`src/rtl/sloth_seq_pkg.sv`:
```
// Shared types for the sloth program sequencer: opcodes, source selects,
// instruction layout and FSM states.
package sloth_seq_pkg;

  localparam int INSTR_W = 7;

  typedef enum logic [1:0] {
    OP_XOR,
    OP_OR,
    OP_AND,
    OP_NOT
  } op_e;

  typedef enum logic [2:0] {
    SRC_R0,
    SRC_R1,
    SRC_R2,
    SRC_R3,
    SRC_A0,
    SRC_A1,
    SRC_B0,
    SRC_B1
  } src_e;

  typedef struct packed {
    op_e        op;
    logic [1:0] dst;
    src_e       src;
  } instr_t;

  typedef enum logic [1:0] {
    S_IDLE,
    S_SEED,
    S_EXEC,
    S_FIN
  } state_e;

endpackage

```
`src/rtl/sloth_prog_sequencer_if.sv`:
```
// Control/data bundle of the sloth program sequencer.
// SLOTH_SEQ_ABORT_EN adds the abort/aborted pair.
interface sloth_prog_sequencer_if #(
  parameter int W  = 16,
  parameter int AW = 6
);

  logic          prog_we;
  logic [AW-1:0] prog_addr;
  logic [6:0]    prog_wdata;
  logic [AW:0]   prog_len;
  logic          start;
  logic [W-1:0]  a1;
  logic [W-1:0]  a0;
  logic [W-1:0]  b1;
  logic [W-1:0]  b0;
  logic          busy;
  logic          done;
  logic [W-1:0]  y3;
  logic [W-1:0]  y2;
  logic [W-1:0]  y1;
  logic [W-1:0]  y0;
  logic          prog_err;
`ifdef SLOTH_SEQ_ABORT_EN
  logic          abort;
  logic          aborted;
`endif

  modport master (
`ifdef SLOTH_SEQ_ABORT_EN
    output abort,
    input  aborted,
`endif
    output prog_we,
    output prog_addr,
    output prog_wdata,
    output prog_len,
    output start,
    output a1,
    output a0,
    output b1,
    output b0,
    input  busy,
    input  done,
    input  y3,
    input  y2,
    input  y1,
    input  y0,
    input  prog_err
  );

  modport slave (
`ifdef SLOTH_SEQ_ABORT_EN
    input  abort,
    output aborted,
`endif
    input  prog_we,
    input  prog_addr,
    input  prog_wdata,
    input  prog_len,
    input  start,
    input  a1,
    input  a0,
    input  b1,
    input  b0,
    output busy,
    output done,
    output y3,
    output y2,
    output y1,
    output y0,
    output prog_err
  );

endinterface

```
`src/rtl/sloth_seq_alu.sv`:
```
// Combinational instruction ALU: dst op src -> new dst value.
module sloth_seq_alu
  import sloth_seq_pkg::*;
#(
  parameter int W = 16
) (
  input  op_e          op_i,
  input  logic [W-1:0] dst_i,
  input  logic [W-1:0] src_i,
  output logic [W-1:0] res_o
);

  always_comb begin
    res_o = '0;
    unique case (op_i)
      OP_XOR: res_o = dst_i ^ src_i;
      OP_OR:  res_o = dst_i | src_i;
      OP_AND: res_o = dst_i & src_i;
      // logical not, zero-extended to full width
      OP_NOT: res_o = {{(W-1){1'b0}}, (src_i == '0)};
      default: res_o = '0;
    endcase
  end

endmodule

```
`src/rtl/sloth_prog_sequencer.sv`:
```
// Sequential interpreter for 4-register evolved programs.
// Optional abort support under SLOTH_SEQ_ABORT_EN.
module sloth_prog_sequencer
  import sloth_seq_pkg::*;
#(
  parameter int W          = 16,
  parameter int PROG_DEPTH = 64,
  parameter int AW         = $clog2(PROG_DEPTH)
) (
  input logic                   clk,
  input logic                   rst,
  sloth_prog_sequencer_if.slave bus
);

  state_e              state_q, state_d;
  logic [AW-1:0]       pc_q, pc_d;
  logic [AW:0]         len_q, len_d;
  logic [3:0][W-1:0]   cap_q, cap_d;
  logic [3:0][W-1:0]   r_q, r_d;
  logic [3:0][W-1:0]   y_q, y_d;
  logic                err_q, err_d;
`ifdef SLOTH_SEQ_ABORT_EN
  logic                aborted_q, aborted_d;
`endif

  instr_t              ram [PROG_DEPTH];
  instr_t              ins;
  logic [W-1:0]        src_val;
  logic [W-1:0]        alu_res;
  logic [AW:0]         len_in;
  logic                busy;
  logic                last;

  assign busy = (state_q == S_SEED) || (state_q == S_EXEC);
  assign ins  = ram[pc_q];
  assign last = ({1'b0, pc_q} == (len_q - 1'b1));

  assign len_in = (bus.prog_len > (AW+1)'(PROG_DEPTH))
                ? (AW+1)'(PROG_DEPTH) : bus.prog_len;

  // src[2] selects the captured operands, else the live registers
  assign src_val = ins.src[2] ? cap_q[ins.src[1:0]]
                              : r_q[ins.src[1:0]];

  sloth_seq_alu #(.W(W)) u_alu (
    .op_i  (ins.op),
    .dst_i (r_q[ins.dst]),
    .src_i (src_val),
    .res_o (alu_res)
  );

  // Program RAM: writes dropped while an evaluation is running
  always_ff @(posedge clk) begin
    if (bus.prog_we && !busy) begin
      ram[bus.prog_addr] <= instr_t'(bus.prog_wdata);
    end
  end

  always_comb begin
    state_d = state_q;
    pc_d    = pc_q;
    len_d   = len_q;
    cap_d   = cap_q;
    r_d     = r_q;
    y_d     = y_q;
    err_d   = err_q | (bus.prog_we & busy);
`ifdef SLOTH_SEQ_ABORT_EN
    aborted_d = aborted_q;
`endif
    unique case (state_q)
      S_IDLE: begin
        if (bus.start) begin
          cap_d   = {bus.b1, bus.b0, bus.a1, bus.a0};
          len_d   = len_in;
          state_d = S_SEED;
`ifdef SLOTH_SEQ_ABORT_EN
          aborted_d = 1'b0;
`endif
        end
      end
      S_SEED: begin
        r_d     = cap_q;
        pc_d    = '0;
        state_d = (len_q == '0) ? S_FIN : S_EXEC;
      end
      S_EXEC: begin
        r_d[ins.dst] = alu_res;
        pc_d         = pc_q + 1'b1;
        if (last) state_d = S_FIN;
      end
      S_FIN: begin
        state_d = S_IDLE;
      end
      default: state_d = S_IDLE;
    endcase
`ifdef SLOTH_SEQ_ABORT_EN
    // abort freezes the register file at its current partial state
    if (bus.abort && busy) begin
      state_d   = S_FIN;
      aborted_d = 1'b1;
      if (state_q == S_EXEC) r_d = r_q;
    end
`endif
    // publish results on entry to FIN so y* is valid with done
    if (state_d == S_FIN && state_q != S_FIN) y_d = r_d;
  end

  always_ff @(posedge clk or posedge rst) begin
    if (rst) begin
      state_q <= S_IDLE;
      pc_q    <= '0;
      len_q   <= '0;
      cap_q   <= '0;
      r_q     <= '0;
      y_q     <= '0;
      err_q   <= 1'b0;
    end else begin
      state_q <= state_d;
      pc_q    <= pc_d;
      len_q   <= len_d;
      cap_q   <= cap_d;
      r_q     <= r_d;
      y_q     <= y_d;
      err_q   <= err_d;
    end
  end

`ifdef SLOTH_SEQ_ABORT_EN
  always_ff @(posedge clk or posedge rst) begin
    if (rst) aborted_q <= 1'b0;
    else     aborted_q <= aborted_d;
  end

  assign bus.aborted = aborted_q;
`endif

  assign bus.busy     = busy;
  assign bus.done     = (state_q == S_FIN);
  assign bus.y3       = y_q[3];
  assign bus.y2       = y_q[2];
  assign bus.y1       = y_q[1];
  assign bus.y0       = y_q[0];
  assign bus.prog_err = err_q;

endmodule
```
`src/flat_wrapper.sv`:
```
// flat-port wrapper written by rule: the top's interface ports become plain ports
module sloth_prog_sequencer_flat import sloth_seq_pkg::*;
#(
  parameter int W          = 16,
  parameter int PROG_DEPTH = 64,
  parameter int AW         = $clog2(PROG_DEPTH)
)
  (clk, rst, bus_prog_we, bus_prog_addr, bus_prog_wdata, bus_prog_len, bus_start, bus_a1, bus_a0, bus_b1, bus_b0, bus_busy, bus_done, bus_y3, bus_y2, bus_y1, bus_y0, bus_prog_err);
  sloth_prog_sequencer_if #(.W(W), .AW(AW)) bus_i ();
  input logic clk;
  input logic rst;
  input wire logic [$bits(bus_i.prog_we)-1:0] bus_prog_we;
  input wire logic [$bits(bus_i.prog_addr)-1:0] bus_prog_addr;
  input wire logic [$bits(bus_i.prog_wdata)-1:0] bus_prog_wdata;
  input wire logic [$bits(bus_i.prog_len)-1:0] bus_prog_len;
  input wire logic [$bits(bus_i.start)-1:0] bus_start;
  input wire logic [$bits(bus_i.a1)-1:0] bus_a1;
  input wire logic [$bits(bus_i.a0)-1:0] bus_a0;
  input wire logic [$bits(bus_i.b1)-1:0] bus_b1;
  input wire logic [$bits(bus_i.b0)-1:0] bus_b0;
  output wire logic [$bits(bus_i.busy)-1:0] bus_busy;
  output wire logic [$bits(bus_i.done)-1:0] bus_done;
  output wire logic [$bits(bus_i.y3)-1:0] bus_y3;
  output wire logic [$bits(bus_i.y2)-1:0] bus_y2;
  output wire logic [$bits(bus_i.y1)-1:0] bus_y1;
  output wire logic [$bits(bus_i.y0)-1:0] bus_y0;
  output wire logic [$bits(bus_i.prog_err)-1:0] bus_prog_err;
  assign bus_i.prog_we = bus_prog_we;
  assign bus_i.prog_addr = bus_prog_addr;
  assign bus_i.prog_wdata = bus_prog_wdata;
  assign bus_i.prog_len = bus_prog_len;
  assign bus_i.start = bus_start;
  assign bus_i.a1 = bus_a1;
  assign bus_i.a0 = bus_a0;
  assign bus_i.b1 = bus_b1;
  assign bus_i.b0 = bus_b0;
  assign bus_busy = bus_i.busy;
  assign bus_done = bus_i.done;
  assign bus_y3 = bus_i.y3;
  assign bus_y2 = bus_i.y2;
  assign bus_y1 = bus_i.y1;
  assign bus_y0 = bus_i.y0;
  assign bus_prog_err = bus_i.prog_err;
  sloth_prog_sequencer #(.W(W), .PROG_DEPTH(PROG_DEPTH), .AW(AW)) u_core (.clk(clk), .rst(rst), .bus(bus_i));
endmodule
```
`config.mk`:
```
export PLATFORM = sky130hd
export DESIGN_NAME = sloth_prog_sequencer_flat
export DESIGN_NICKNAME = d
export VERILOG_FILES = /design/src/rtl/sloth_seq_pkg.sv /design/src/rtl/sloth_prog_sequencer_if.sv /design/src/rtl/sloth_seq_alu.sv /design/src/rtl/sloth_prog_sequencer.sv /design/src/flat_wrapper.sv
export SDC_FILE = /design/constraint.sdc
export NUM_CORES = 1
export LEC_CHECK = 0
export ABC_CLOCK_PERIOD_IN_PS = 15000
export CORE_MARGIN = 2
export CORE_UTILIZATION = 45
export DETAILED_ROUTE_END_ITERATION = 7
export SKIP_LAST_GASP = 1
export SLEW_MARGIN = 10
export SYNTH_ARGS = -nofsm -noshare
export SYNTH_HDL_FRONTEND = slang
export SYNTH_HIERARCHICAL = 1
export SYNTH_SLANG_ARGS = --single-unit
```
`constraint.sdc`:
```
create_clock -name clk -period 15 [get_ports clk]
set_input_delay 1.5 -clock clk [delete_from_list [all_inputs] [get_ports clk]]
set_output_delay 1.5 -clock clk [all_outputs]
set_load 0.01 [all_outputs]
```
==> results.py <==
metrics = {
    "outcome": {
        "status": "finished with violations",
        "violations": "design-rule violations",
    },
    "die": {
        "die_x_um": 264,
        "core_region_area_mm2": 0.0669,
        "die_h_um": 264,
        "boundaryPins": 155,
        "rows": 95,
        "start_util": 0.453,
        "dieArea_mm2": 0.0694,
    },
    "synthesis": {
        "synth_cells": 2075,
        "synth-main-ff-cell": "edfxtp_1",
        "ys_seq_area_frac": 0.616,
        "synth_area_per_cell_um2": 14.6,
        "ys_types": 69,
        "synthArstFlopShare": 0.317,
        "ys_warn_count": 6,
        "netlist_area_mm2": 0.0303,
        "ys_seq_elements": 656,
        "synth_enable_flop_cells": 448,
        "synth_nets": 2202,
    },
    "place": {
        "io_buffers": 154,
        "dpl.hpwl_um": 54700,
        "post-place-ws_ns": 7.14,
        "place_congestion": 0.910,
    },
    "global_routing": {
        "antenna_found_initial": 0,
        "grt_pass1_vias": 19900,
        "track_usage": 0.251,
        "grt-ovfl-total": 0,
        "grt_pass1_wl_um": 130000,
        "grt_start_max_net_pins": 84,
    },
    "clocking": {
        "cts.sinks": 656,
        "cts_root_buffer": "clkbuf_16",
        "postCtsResizedCells": 0,
        "cts_setup_buffers": 0,
        "ctsHoldBuffers": 0,
        "cts_buffers": 73,
        "cts_max_path_buffers": 3,
        "htreeDepth": 3,
        "cts_tree": "built",
        "clk_latency_ns": 0.63,
        "path_clk_slew_ns": 0.06,
    },
    "route": {
        "avgViaCountPerCell": 6.28,
        "via_count": 19600,
        "drtIter0Drc": 1952,
        "dr.pass1.iters": 8,
        "finalWirelength_um": 87100,
        "wire_per_inst_um": 27.9,
        "drcViolationCount": 9,
        "drtAntennaViolNets": 0,
    },
    "min_path": {
        "worstHoldPathType": "reg -> reg",
        "min_to": "u_core/bus.prog_err$_DFF_PP0_",
        "whs_path_depth": 1,
        "min_from": "u_core/bus.prog_err$_DFF_PP0_",
    },
    "critical_path": {
        "crit_path_max_fanout": 80,
        "r2r_slack_ns": 7.09,
        "timing.rr.end": "u_core/bus.y2[0]$_DFFE_PP0P_",
        "end_kind": "flop",
        "r2r_cells": 18,
        "critical-path-max-stage-delay_ns": 0.91,
        "cp-start-kind": "flop",
        "required_ns": 15.55,
        "worstPathCellList": "buf_4, buf_4, mux4_2, mux4_2, a2bb2oi_1, a211oi_4, buf_4, nor2b_1, a2111oi_0, nor4_1, nor4_1, nand3_1, or4_1, a21oi_1, nand2_1, a2111oi_0, a311oi_1, mux2i_1",
        "crit_top_cell": "buf_4",
        "cp.arrival_ns": 8.46,
        "critPathSlowestCell": "a2111oi_0",
        "r2r_start": "u_core/pc_q[0]$_DFFE_PP0N_",
        "path_class": "reg -> reg",
    },
    "timing": {
        "finalCritPeriodShare": 0.528,
        "setup_viol": 0,
        "worst_clock_skew_ns": 0.0219,
        "final_max_slew_viol_count": 0,
        "worst_slew_pin_slew_ns": 1.20,
        "fin_crit_ns": 7.91,
        "finalHoldViolations": 0,
        "worst_slack_ns": 7.09,
        "max_freq_mhz": 126,
        "slew_headroom": 0.197,
        "setup_tns_ns": 0,
        "rsz0062_at_grt": "no",
    },
    "flow_run": {
        "maxCapViolations": 0,
    },
    "final_layout": {
        "fillCellCount": 5600,
        "nets": 2316,
        "postLayoutCoreUtil": 0.521,
        "diodes": 0,
        "syn_to_final_growth_pct": 15.0,
        "drive_above_1_share": 0.149,
    },
    "power_and_ir_drop": {
        "power_w": 0.00638,
        "p_per_area_mw_per_mm2": 183,
        "max-vdd-ir-drop_mv": 0.124,
        "power_leakage_nw": 12.3,
    },
}
worst max-delay path: cells and delay by family (launching register included):
family | cells | cell delay (ns)
flip-flops | 1 | 0.57
multiplexers | 3 | 1.23
buffers and inverters | 3 | 2.25
AO/OA/AOI/OAI | 6 | 2.24
AND/OR/NAND/NOR | 6 | 1.39
cells by family after synthesis:
| logic type | count (synthesis) | share of synthesized area |
|---|---|---|
| adders and majority gates | 39 | 0.0161 |
| and+or+nand+nor | 380 | 0.0663 |
| muxes | 370 | 0.164 |
| xor gates and xnor gates | 5 | 0.00144 |
| buffers and inverters | 276 | 0.0394 |
| AOI/OAI and AO/OA | 349 | 0.0972 |
| DFF | 656 | 0.616 |
cell usage after synthesis (4+ instances only):
library cell    n  share of area
mux2_1         32          0.012
buf_4           4        0.00099
and3_1         17         0.0035
mux2i_1       178          0.059
nand3_1         6        0.00099
mux4_2         91          0.068
a311oi_1       48          0.014
and2_1         55          0.011
a221o_1        65          0.021
a221oi_1       21         0.0061
nor3b_1        34         0.0084
buf_1           9         0.0011
nand2_1        76         0.0094
nor3_1         23         0.0038
a211oi_1        5         0.0012
nand4_1         4        0.00083
nor2_1         95          0.012
clkbuf_1       89          0.011
a22oi_1        12         0.0030
o221ai_1       16         0.0046
nand2b_1       14         0.0029
ha_1           39          0.016
mux2_2         69          0.026
buf_6          13         0.0048
nor4_1         20         0.0041
edfxtp_1      448           0.44
dfrtp_1       208           0.17
inv_1         122          0.015
xnor2_1         5         0.0014
a2111oi_0      49          0.014
a222oi_1       16         0.0053
o21ai_0        31         0.0051
nor2b_1        23         0.0047
buf_2          37         0.0061
a21oi_1        38         0.0063
o22ai_1        11         0.0023
power breakdown:
| group | leakage, nW | internal, W | switching (W) |
|---|---|---|---|
| logic | 4.48 | 0.000924 | 0.00125 |
| clock network | 1.16 | 0.00102 | 0.000740 |
| registers | 6.71 | 0.00216 | 0.000290 |
| total | 12.3 | 0.00410 | 0.00228 |
metal layers:
metal | track usage | share of wire
met4 | 0.127 | 0.056
met5 | 0 | 0
met1 | 0.312 | 0.38
met2 | 0.426 | 0.50
met3 | 0.0384 | 0.060
registers in the layout (all words and copies together) (netlist names):
name and count:
u_core/bus.y0 16, u_core/bus.y1 16, u_core/state_q 2, u_core/cap_q 64, u_core/pc_q 6, u_core/r_q 64
u_core/bus.prog_err 1, u_core/ram 448, u_core/len_q 7, u_core/bus.y3 16, u_core/bus.y2 16
worst max-delay path by stage:
stage / startpoint / end
floorplan: rst / u_core/bus.prog_err$_DFF_PP0_
global placement: u_core/pc_q[0]$_DFFE_PP0N_ / u_core/bus.y2[0]$_DFFE_PP0P_
detailed placement: u_core/pc_q[0]$_DFFE_PP0N_ / u_core/bus.y2[0]$_DFFE_PP0P_
CTS: u_core/pc_q[0]$_DFFE_PP0N_ / u_core/bus.y2[0]$_DFFE_PP0P_
global route: u_core/pc_q[0]$_DFFE_PP0N_ / u_core/bus.y2[0]$_DFFE_PP0P_
finish: u_core/pc_q[0]$_DFFE_PP0N_ / u_core/bus.y2[0]$_DFFE_PP0P_
metrics by stage:
| stage | hold WS (ns) | area [um2] | cells |
|---|---|---|---|
| 6_report | 0.469 | 34900 | 3117 |
| 5_1_grt | 0.484 | 34900 | 3117 |
| 4_1_cts | 0.475 | 34900 | 3117 |
| 3_5_place_dp | 0.457 | 32500 | 2987 |
| 3_3_place_gp | 0.443 | 32500 | 2987 |
| 2_1_floorplan | 0.493 | 30300 | 2075 |
cell usage in the layout, fill, tap and decap left out, types with 12 or more instances in the layout:
cell	netlist	routed
a221oi_1	21	21
inv_1	122	121
a311oi_1	48	48
nand2_1	76	74
edfxtp_1	448	448
mux2_2	69	69
mux2_1	32	32
dfrtp_1	208	206
a22oi_1	12	12
a221o_1	65	65
nand2b_1	14	14
nor3_1	23	23
nor2_1	95	95
nor3b_1	34	34
o221ai_1	16	16
and3_1	17	17
clkbuf_1	89	13
buf_4	4	38
clkbuf_16	0	74
nor2b_1	23	23
mux4_2	91	91
o21ai_0	31	31
clkinv_2	0	12
and2_1	55	54
a2111oi_0	49	48
a21oi_1	38	38
clkinv_1	2	16
mux2i_1	178	178
a222oi_1	16	16
clkdlybuf4s50_1	0	147
ha_1	39	37
nor4_1	20	19
layout make-up:
type / count / area, um2 / share of cell area
clock buffers: 90 / 1940 / 0.0557
clock inverters: 40 / 414 / 0.0119
inverters: 124 / 473 / 0.0136
well taps: 873 / 1090 / 0.0313
multi-input cells: 1143 / 10500 / 0.301
flip-flops and latches: 656 / 18700 / 0.535
repair buffers: 191 / 1790 / 0.0512
Power figures use the tool's default switching activity.
